<file path="src/rtl/cpu_sequencer.sv">
// cpu_sequencer: fetch/decode/execute controller for the 4-bit CPU datapath.
// Owns the architectural registers, fetches instructions over a req/ack
// handshake and retires one register update per instruction.
// Optional feature macro: CPU_STEP_EN (adds `step` input and STEP state).
// Ports:
//   clk, rst           clock, asynchronous active-high reset
//   run, step          execute enable, single-step pulse (CPU_STEP_EN only)
//   rom_req/addr/ack/data  program ROM fetch handshake
//   in_port, out_port  4-bit input switches / registered output port
//   opcode_o, regs_o   decoded opcode and architectural registers (debug)
//   retire, halted     retire pulse, sticky halt flag

package lib_cpu;
    typedef enum logic [3:0] {
        ADD_A_IMM = 4'h0, MOV_A_B   = 4'h1, IN_A    = 4'h2, MOV_A_IMM = 4'h3,
        MOV_B_A   = 4'h4, ADD_B_IMM = 4'h5, IN_B    = 4'h6, MOV_B_IMM = 4'h7,
        INVALID   = 4'h8, OUT_B     = 4'h9, OUT_IMM = 4'hB, JNC_IMM   = 4'hE,
        JMP_IMM   = 4'hF
    } OPECODE;

    typedef struct packed {
        logic [3:0] a;
        logic [3:0] b;
        logic [3:0] ip;
        logic [3:0] out;
        logic       cf;
    } REGS;

    // Map the instruction opcode field onto OPECODE; holes become INVALID.
    function automatic OPECODE decode(input logic [3:0] f);
        case (f)
            4'h0: return ADD_A_IMM;
            4'h1: return MOV_A_B;
            4'h2: return IN_A;
            4'h3: return MOV_A_IMM;
            4'h4: return MOV_B_A;
            4'h5: return ADD_B_IMM;
            4'h6: return IN_B;
            4'h7: return MOV_B_IMM;
            4'h9: return OUT_B;
            4'hB: return OUT_IMM;
            4'hE: return JNC_IMM;
            4'hF: return JMP_IMM;
            default: return INVALID;
        endcase
    endfunction
endpackage

module cpu_sequencer #(
    parameter int unsigned ROM_AW   = 4,
    parameter logic [3:0]  RESET_IP = 4'd0
) (
    input  logic                clk,
    input  logic                rst,
    input  logic                run,
`ifdef CPU_STEP_EN
    input  logic                step,
`endif
    output logic                rom_req,
    output logic [ROM_AW-1:0]   rom_addr,
    input  logic                rom_ack,
    input  logic [7:0]          rom_data,
    input  logic [3:0]          in_port,
    output logic [3:0]          out_port,
    output lib_cpu::OPECODE     opcode_o,
    output lib_cpu::REGS        regs_o,
    output logic                retire,
    output logic                halted
);
    import lib_cpu::*;

    typedef enum logic [2:0] {
        S_IDLE, S_FETCH, S_DECODE, S_EXEC, S_HALT
`ifdef CPU_STEP_EN
        , S_STEP
`endif
    } state_t;

    state_t     r_state;
    REGS        r_regs;
    OPECODE     r_opcode;
    logic [3:0] r_imm;
    logic       r_rom_req;
    logic       r_retire;
    logic       r_halted;

    REGS        w_next;
    logic [4:0] w_sum_a;
    logic [4:0] w_sum_b;

    // Register file update for the instruction currently in EXEC.
    // Non-ADD ops clear cf; JNC reads the pre-clear value from r_regs.
    always_comb begin
        w_next    = r_regs;
        w_next.ip = r_regs.ip + 4'd1;
        w_next.cf = 1'b0;
        w_sum_a   = {1'b0, r_regs.a} + {1'b0, r_imm};
        w_sum_b   = {1'b0, r_regs.b} + {1'b0, r_imm};
        case (r_opcode)
            ADD_A_IMM: {w_next.cf, w_next.a} = w_sum_a;
            MOV_A_B:   w_next.a   = r_regs.b;
            IN_A:      w_next.a   = in_port;
            MOV_A_IMM: w_next.a   = r_imm;
            MOV_B_A:   w_next.b   = r_regs.a;
            ADD_B_IMM: {w_next.cf, w_next.b} = w_sum_b;
            IN_B:      w_next.b   = in_port;
            MOV_B_IMM: w_next.b   = r_imm;
            OUT_B:     w_next.out = r_regs.b;
            OUT_IMM:   w_next.out = r_imm;
            JNC_IMM:   if (!r_regs.cf) w_next.ip = r_imm;
            JMP_IMM:   w_next.ip  = r_imm;
            default:   ;
        endcase
    end

    // Sequencer FSM with registered handshake and status outputs.
    always_ff @(posedge clk or posedge rst) begin
        if (rst) begin
            r_state   <= S_IDLE;
            r_regs    <= '{a: 4'd0, b: 4'd0, ip: RESET_IP, out: 4'd0, cf: 1'b0};
            r_opcode  <= INVALID;
            r_imm     <= 4'd0;
            r_rom_req <= 1'b0;
            r_retire  <= 1'b0;
            r_halted  <= 1'b0;
        end else begin
            r_retire <= 1'b0;
            case (r_state)
                S_IDLE: begin
                    if (run) begin
                        r_state   <= S_FETCH;
                        r_rom_req <= 1'b1;
                    end
                end
                S_FETCH: begin
                    if (r_rom_req && rom_ack) begin
                        r_imm     <= rom_data[3:0];
                        r_opcode  <= decode(rom_data[7:4]);
                        r_rom_req <= 1'b0;
                        r_state   <= S_DECODE;
                    end
                end
                S_DECODE: begin
                    if (r_opcode == INVALID) begin
                        r_state  <= S_HALT;
                        r_halted <= 1'b1;
                    end else begin
                        r_state <= S_EXEC;
                    end
                end
                S_EXEC: begin
                    r_regs   <= w_next;
                    r_retire <= 1'b1;
`ifdef CPU_STEP_EN
                    r_state  <= S_STEP;
`else
                    if (run) begin
                        r_state   <= S_FETCH;
                        r_rom_req <= 1'b1;
                    end else begin
                        r_state <= S_IDLE;
                    end
`endif
                end
`ifdef CPU_STEP_EN
                S_STEP: begin
                    if (!run) begin
                        r_state <= S_IDLE;
                    end else if (step) begin
                        r_state   <= S_FETCH;
                        r_rom_req <= 1'b1;
                    end
                end
`endif
                S_HALT: ;
                default: r_state <= S_IDLE;
            endcase
        end
    end

    assign rom_req  = r_rom_req;
    assign rom_addr = ROM_AW'(r_regs.ip);
    assign out_port = r_regs.out;
    assign opcode_o = r_opcode;
    assign regs_o   = r_regs;
    assign retire   = r_retire;
    assign halted   = r_halted;

endmodule

</file>
<file path="config.mk">
export PLATFORM = sky130hd
export DESIGN_NAME = cpu_sequencer
export DESIGN_NICKNAME = d
export VERILOG_FILES = /design/src/rtl/cpu_sequencer.sv
export SDC_FILE = /design/constraint.sdc
export NUM_CORES = 1
export LEC_CHECK = 0
export ABC_AREA = 1
export ABC_CLOCK_PERIOD_IN_PS = 3300
export CAP_MARGIN = 20
export CORE_MARGIN = 3
export CORE_UTILIZATION = 45
export DETAILED_ROUTE_END_ITERATION = 8
export HOLD_SLACK_MARGIN = 0.06
export PLACE_DENSITY = 0.78
export SYNTH_ARGS = -nofsm -noshare
export SYNTH_HDL_FRONTEND = slang
export SYNTH_SLANG_ARGS = --single-unit
</file>
<file path="constraint.sdc">
create_clock -name clk -period 3.3 [get_ports clk]
set_clock_uncertainty 0.1 [all_clocks]
set_input_delay 0.495 -clock clk [delete_from_list [all_inputs] [get_ports clk]]
set_output_delay 0.495 -clock clk [all_outputs]
set_load 0.02 [all_outputs]
</file>
==> results of run 1 <==
[placed cells by master, fill, tap and decap left out, types with 2 or more instances in the layout]
| cell type | Yosys | layout |
|---|---|---|
| nor2_4 | 2 | 2 |
| nand2_1 | 86 | 86 |
| nor2_2 | 2 | 2 |
| ha_1 | 9 | 9 |
| a21oi_1 | 14 | 14 |
| o21ai_0 | 21 | 21 |
| inv_1 | 27 | 27 |
| fa_1 | 2 | 2 |
| nand4_1 | 4 | 4 |
| nor3_1 | 2 | 2 |
| nand3_1 | 18 | 18 |
| dfrtp_1 | 30 | 30 |
| nor2_1 | 28 | 28 |
| a31oi_1 | 4 | 4 |
| clkdlybuf4s50_1 | 0 | 47 |
| nand3b_1 | 2 | 2 |
| xnor2_1 | 3 | 3 |
| clkbuf_8 | 0 | 7 |
[cell usage after synthesis]
master,n
nor2_4,2
o211ai_1,1
or2_2,1
a21oi_4,1
inv_1,27
fa_1,2
nor2_2,2
dfstp_2,1
ha_1,9
o21bai_1,1
buf_4,11
nor2_1,28
inv_2,1
dfrtp_1,30
nand2_2,1
nand2_1,86
nand4_1,4
nand3b_1,2
nor3_1,2
or2_1,1
nand3_1,18
a31oi_1,4
nand3_2,1
nand2_4,1
xor2_1,1
o21ai_0,21
o31ai_1,1
a21oi_1,14
xnor2_1,3
[sequential cells by signal, summed over array words and instances, names as in the netlist]
| signal | cells |
|---|---|
| regs_o | 9 |
| opcode_o | 4 |
| out_port | 4 |
| r_imm | 4 |
| rom_addr | 4 |
| r_state | 3 |
| halted | 1 |
| retire | 1 |
| rom_req | 1 |
[routing by layer]
metal,up-vias,GRT usage,routed length [um]
met5,-,0,0
met4,0,0.05123,68
met3,8,0.04959,395
met2,95,0.3188,2417
met1,884,0.2644,2187
li1,980,-,-
[final cells by class]
cell class / instances / area, sq um
clock buffer: 8 / 100.1
multi-input combinational: 207 / 1070
fill: 392 / 1580
tap: 50 / 62.56
inverter: 28 / 105.1
timing repair buffer: 48 / 478.0
sequential: 31 / 777.0
[report_power, final]
group / internal, W / switching (W)
clock: 0.000190 / 0.000130
combinational: 0.000682 / 0.000908
sequential: 0.000559 / 0.000275
[metrics by stage]
stage          setup slack (ps)  hold slack, ps  power, W  std cells
4_1_cts                    1174           368.7  0.002751        372
5_1_grt                    1115           401.3  0.002969        372
3_5_place_dp               1368           354.9  0.002425        364
6_report                   1163           366.0  0.002745        372
2_1_floorplan              1562           428.9  0.001860        277
3_3_place_gp               1396           349.5  0.002386        364
[cell families (layout without fill, tap and decap cells)]
kind of cell	count (synthesis)	in the layout	share of synthesized area
AO/OA/AOI/OAI	43	43	0.1175
AND/OR/NAND/NOR	149	149	0.3161
flip-flops	31	31	0.3819
XOR/XNOR	4	4	0.01722
adder cells (fa/ha/maj)	11	11	0.07503
buffers and inverters	39	84	0.09225
[worst max-delay path by stage]
| stage | cells after the start | slack [ps] | from | end |
|---|---|---|---|---|
| floorplan | 8 | 1560 | regs_o[9] | regs_o[0] |
| global placement | 6 | 1400 | rom_ack | opcode_o[1] |
| detailed placement | 6 | 1370 | rom_ack | opcode_o[1] |
| CTS | 1 | 1170 | opcode_o[0] | opcode_o[0] |
| global route | 1 | 1120 | opcode_o[0] | opcode_o[0] |
| finish | 1 | 1160 | opcode_o[0] | opcode_o[0] |
==> impl_metrics.py, run 1 <==
metrics = {
    "clock_tree": {
        "cts_root_buf": "clkbuf_8",
        "clk_latency_ps": 280,
        "cts_made_buffers": 5,
        "cts_resized": 0,
        "clkSinkCount": 31,
        "cts_htree_levels": 2,
        "cts_tree": "yes",
        "holdBufCountCts": 0,
        "clockBufferDepth": 2,
        "post_cts_buffers": 0,
        "cts.clk_slew.worst_paths_ps": 70,
    },
    "min_path": {
        "min_to": "halted",
        "hold_depth": 2,
        "hold_start": "halted",
        "holdCritPathClass": "reg -> reg",
    },
    "drt": {
        "antenna_left": 0,
        "vias": 1967,
        "route.detailed.drc": 0,
        "drt-initial-drc-count": 116,
        "wl_per_cell_um": 13.63,
        "firstDrtPassIters": 5,
        "vias_per_cell": 5.288,
        "wirelength_mm": 5.069,
    },
    "layout": {
        "nets": 348,
        "stdcell_area_sq_um": 2592,
        "syn_to_final_growth_pct": 27.43,
        "fin_util": 0.6213,
        "drive_above_1_share": 0.05901,
        "n_antenna_cell": 0,
    },
    "global_routing": {
        "grt-ovfl-total": 0,
        "grt_first_pass_wirelength_mm": 8.204,
        "antenna_found_initial": 0,
        "grt_pass1_vias": 1771,
        "grt_util_all_layers": 0.1976,
        "grt_max_degree": 32,
    },
    "timing": {
        "max_freq_ghz": 0.4680,
        "tightest_slew_ps": 429.6,
        "relSlewSlack": 0.7133,
        "period_minus_slack_ps": 2137,
        "finalMaxSlewViolations": 0,
        "fin_setup_tns_ps": 0,
        "finalCritPeriodShare": 0.6475,
        "finalHoldViolCount": 0,
        "setup_viol": 0,
        "grt_setup_unrepaired": "no",
    },
    "logic_synthesis": {
        "synthDominantCellAreaShare": 0.3690,
        "seq_area_frac_synth": 0.3819,
        "ys_types": 29,
        "syn_area_sq_um": 2034,
        "syn_area_per_cell_sq_um": 7.345,
        "syn_inst": 277,
        "yosys_warnings": 0,
        "syn-num-nets": 304,
        "synth_top_cell_by_area": "dfrtp_1",
        "yosys-top-cells-area": "dfrtp_1 37%, nand2_1 16%, ha_1 5.5%",
        "ys_seq_elements": 31,
    },
    "setup_path": {
        "cp_top_family": "buffers and inverters",
        "critPathSlowestCell": "clkdlybuf4s50_1",
        "cp-start-kind": "flop",
        "crit_fanout": 12,
        "end_kind": "output port",
        "crit_buf_inv": 1,
        "reg2reg_from": "r_imm[0]",
        "rr_worst_depth": 8,
        "path_cells": "clkdlybuf4s50_1",
        "ff2ff_setup_slack_ps": 1450,
        "cp.arrival_ps": 1540,
        "cp_data_required_time_ps": 2700,
        "critPathKind": "reg -> out",
        "max_stage_delay_ps": 700,
        "r2r-end": "regs_o[0]",
    },
    "power": {
        "leakagePower_nw": 1.194,
        "vdd_drop_max_uv": 734.4,
        "power_density_nw_per_um2": 1059,
    },
    "die": {
        "io_pins": 48,
        "core_sq_um": 4173,
        "die_w_um": 73.24,
        "initial_core_util": 0.4876,
        "die_y_um": 73.24,
        "num_rows": 23,
        "dieArea_sq_um": 5364,
    },
    "placement": {
        "port_buffers": 47,
        "dp_hpwl_mm": 3.961,
        "postPlaceCellArea_sq_um": 2492,
        "gp_congestion": 0.9025,
    },
    "status": {
        "status": "finished, final reports clean",
    },
    "run": {
        "drv_cap": 0,
    },
}
No activity file was read; power rests on OpenSTA's default activity.
==> run 2: changes to the inputs <==
--- a/config.mk
+++ b/config.mk
@@ -6,13 +6,13 @@
 export NUM_CORES = 1
 export LEC_CHECK = 0
 export ABC_AREA = 1
-export ABC_CLOCK_PERIOD_IN_PS = 3300
+export ABC_CLOCK_PERIOD_IN_PS = 1800
 export CAP_MARGIN = 20
 export CORE_MARGIN = 3
 export CORE_UTILIZATION = 45
 export DETAILED_ROUTE_END_ITERATION = 8
 export HOLD_SLACK_MARGIN = 0.06
-export PLACE_DENSITY = 0.78
+export PLACE_DENSITY = 0.81
 export SYNTH_ARGS = -nofsm -noshare
 export SYNTH_HDL_FRONTEND = slang
 export SYNTH_SLANG_ARGS = --single-unit
==> constraint.sdc (replaced) <==
create_clock -name clk -period 1.8 [get_ports clk]
set_clock_uncertainty 0.1 [all_clocks]
set_input_delay 0.27 -clock clk [delete_from_list [all_inputs] [get_ports clk]]
set_output_delay 0.27 -clock clk [all_outputs]
set_load 0.02 [all_outputs]
==> run 2 against run 1 <==
  * Hold slack lost 92 ps
  * Cell count increased by 1.6%
  * Via count is 5.1% higher
  * First-iteration DRC count grew 44%
  * Sequential cell count unchanged
  * Register-to-register slack got worse by 1300 ps
  * Non-clock buffer count is 6 higher
  * Global-route usage up 1.5 points
  * Critical path depth is 1 higher
  * Clock-buffer cell count stayed put
  * Sequential share of layout area down 0.61 points
  * Die area did not move
  * Largest power group unchanged
==> impl_metrics.py, run 2 (synthesis gave the netlist of run 1 again) <==
metrics = {
    "power": {
        "leakagePower_nw": 1.237,
        "p_comb_frac": 0.598,
        "power_frac_clock": 0.117,
        "power_switching_w": 0.002482,
        "vdd_drop_max_uv": 996.2,
        "internal_power_w": 0.002690,
        "total_power_w": 0.005173,
        "swShare": 0.4799,
        "power_density_nw_per_um2": 1955,
        "seqPwrFrac": 0.286,
    },
    "global_routing": {
        "grt_util_all_layers": 0.2125,
        "antenna_found_initial": 0,
        "grt_first_pass_wirelength_mm": 8.866,
        "grt-ovfl-total": 0,
        "grt_max_degree": 32,
        "grt_pass1_vias": 1909,
    },
    "drt": {
        "wl_met3_um": 433,
        "wirelength_mm": 5.428,
        "firstDrtPassIters": 7,
        "antenna_left": 0,
        "wl_met1_mm": 2.238,
        "route.detailed.drc": 0,
        "vias_per_cell": 5.468,
        "maxUsedRoutingLayer": "met4",
        "wl_per_cell_um": 14.36,
        "drt-initial-drc-count": 167,
        "vias": 2067,
        "met2_wirelength_mm": 2.644,
    },
    "setup_path": {
        "end_kind": "output port",
        "crit_fanout": 4,
        "cp_data_required_time_ps": 1430,
        "cp-start-kind": "flop",
        "ff2ff_setup_slack_ps": 140,
        "max_stage_delay_ps": 600,
        "critPathSlowestCell": "clkdlybuf4s50_1",
        "path_cells": "buf_4, clkdlybuf4s50_1",
        "r2r-end": "regs_o[10]",
        "critPathKind": "reg -> out",
        "rr_worst_depth": 6,
        "cp.arrival_ps": 1390,
        "reg2reg_from": "r_imm[0]",
    },
    "timing": {
        "period_minus_slack_ps": 1762,
        "finalMaxSlewViolations": 0,
        "finalHoldViolCount": 0,
        "setup_viol": 0,
        "grt_setup_unrepaired": "no",
        "max_freq_ghz": 0.5675,
        "fin_setup_tns_ps": 0,
        "fin_ws_ps": 37.76,
        "finalCritPeriodShare": 0.9790,
        "tightest_slew_ps": 407.7,
        "relSlewSlack": 0.7282,
    },
    "clock_tree": {
        "cts_root_buf": "clkbuf_8",
        "clk_latency_ps": 280,
        "cts_htree_levels": 2,
        "clkSinkCount": 31,
        "cts.clk_slew.worst_paths_ps": 70,
        "post_cts_buffers": 0,
        "cts_made_buffers": 5,
        "cts_tree": "yes",
        "clockBufferDepth": 2,
        "holdBufCountCts": 0,
    },
    "status": {
        "status": "finished, final reports clean",
    },
    "run": {
        "drv_cap": 0,
    },
    "die": {
        "die_w_um": 73.24,
        "initial_core_util": 0.4876,
        "num_rows": 23,
        "core_sq_um": 4173,
        "die_y_um": 73.24,
        "dieArea_sq_um": 5364,
        "io_pins": 48,
    },
    "layout": {
        "nets": 354,
        "n_antenna_cell": 0,
        "largest_reg_flops": 9,
        "drive_above_1_share": 0.08841,
        "final_cell_count_no_fill": 378,
        "fillers": 361,
        "final_cell_mix": "86 x nand2_1, 43 x clkdlybuf4s50_1, 30 x dfrtp_1",
        "syn_to_final_growth_pct": 30.07,
        "final_common_cell": "nand2_1",
    },
    "placement": {
        "port_buffers": 47,
        "gp_congestion": 0.9432,
        "place_inst": 370,
        "pre_cts_ws_ps": 55.16,
        "dp_hpwl_mm": 4.199,
    },
    "min_path": {
        "holdCritPathClass": "in -> async",
    },
}
==> run 2: cell count changes in the layout (fill, tap and decap cells not counted) <==
| cell | previous run | this run |
|---|---|---|
| o21ai_1 | 0 | 1 |
| ha_2 | 0 | 2 |
| o21ai_0 | 21 | 20 |
| dlymetal6s2s_1 | 0 | 1 |
| buf_4 | 1 | 7 |
| fa_2 | 0 | 2 |
| clkdlybuf4s50_1 | 47 | 43 |
| fa_1 | 2 | 0 |
| ha_1 | 9 | 7 |
| dlygate4sd2_1 | 0 | 3 |
==> run 2: cell type report <==
class / count / area [sq um] / share of cell area
clock buffer: 8 / 100.1 / 0.03783
inverter: 28 / 105.1 / 0.03972
multi-input combinational: 207 / 1080 / 0.4080
sequential: 31 / 777.0 / 0.2936
tap: 50 / 62.56 / 0.02364
timing repair buffer: 54 / 521.8 / 0.1972
==> run 2: timing repair <==
item	4_1_cts	5_1_grt
resized for setup	3	6
pin swaps	0	0
setup endpoints to repair	3	3
==> run 2: worst max-delay path by stage <==
| stage | from | endpoint | slack, ps | cells past startpoint |
|---|---|---|---|---|
| 6_report | regs_o[9] | regs_o[9] | 40 | 2 |
| 5_1_grt | regs_o[14] | regs_o[14] | 6 | 1 |
| 4_1_cts | opcode_o[2] | opcode_o[2] | 1 | 1 |
| 3_5_place_dp | r_imm[0] | regs_o[0] | 60 | 8 |
| 3_3_place_gp | r_imm[0] | regs_o[0] | 110 | 8 |
| 2_1_floorplan | regs_o[9] | regs_o[0] | 60 | 8 |
==> run 2: metrics by stage <==
step / area, sq um / hold WS [ps] / util
detailed placement: 2537 / 354.3 / 0.6081
finish: 2646 / 274.3 / 0.6342
CTS: 2634 / 302.4 / 0.6312
floorplan: 2034 / 272.8 / -
global route: 2646 / 342.4 / 0.6342
global placement: 2537 / 350.6 / 0.6081
==> run 2: routing by layer <==
layer / GRT usage / vias to the layer above
met5: 0 / -
met4: 0.07992 / 0
met3: 0.04132 / 13
met2: 0.3555 / 115
met1: 0.2697 / 952
li1: - / 987
==> run 2: worst max-delay path, delay by kind of cell, from the launching register on <==
family,cells,cell delay [ps]
flip-flops,1,370
buffers and inverters,2,740
==> run 2: power groups by stage <==
stage	clock network [W]	logic (W)	registers (W)
global route	0.000640	0.00341	0.00152
global placement	0	0.00300	0.00144
detailed placement	0	0.00307	0.00148
finish	0.000604	0.00309	0.00148
floorplan	0	0.00173	0.00168
CTS	0.000607	0.00306	0.00146
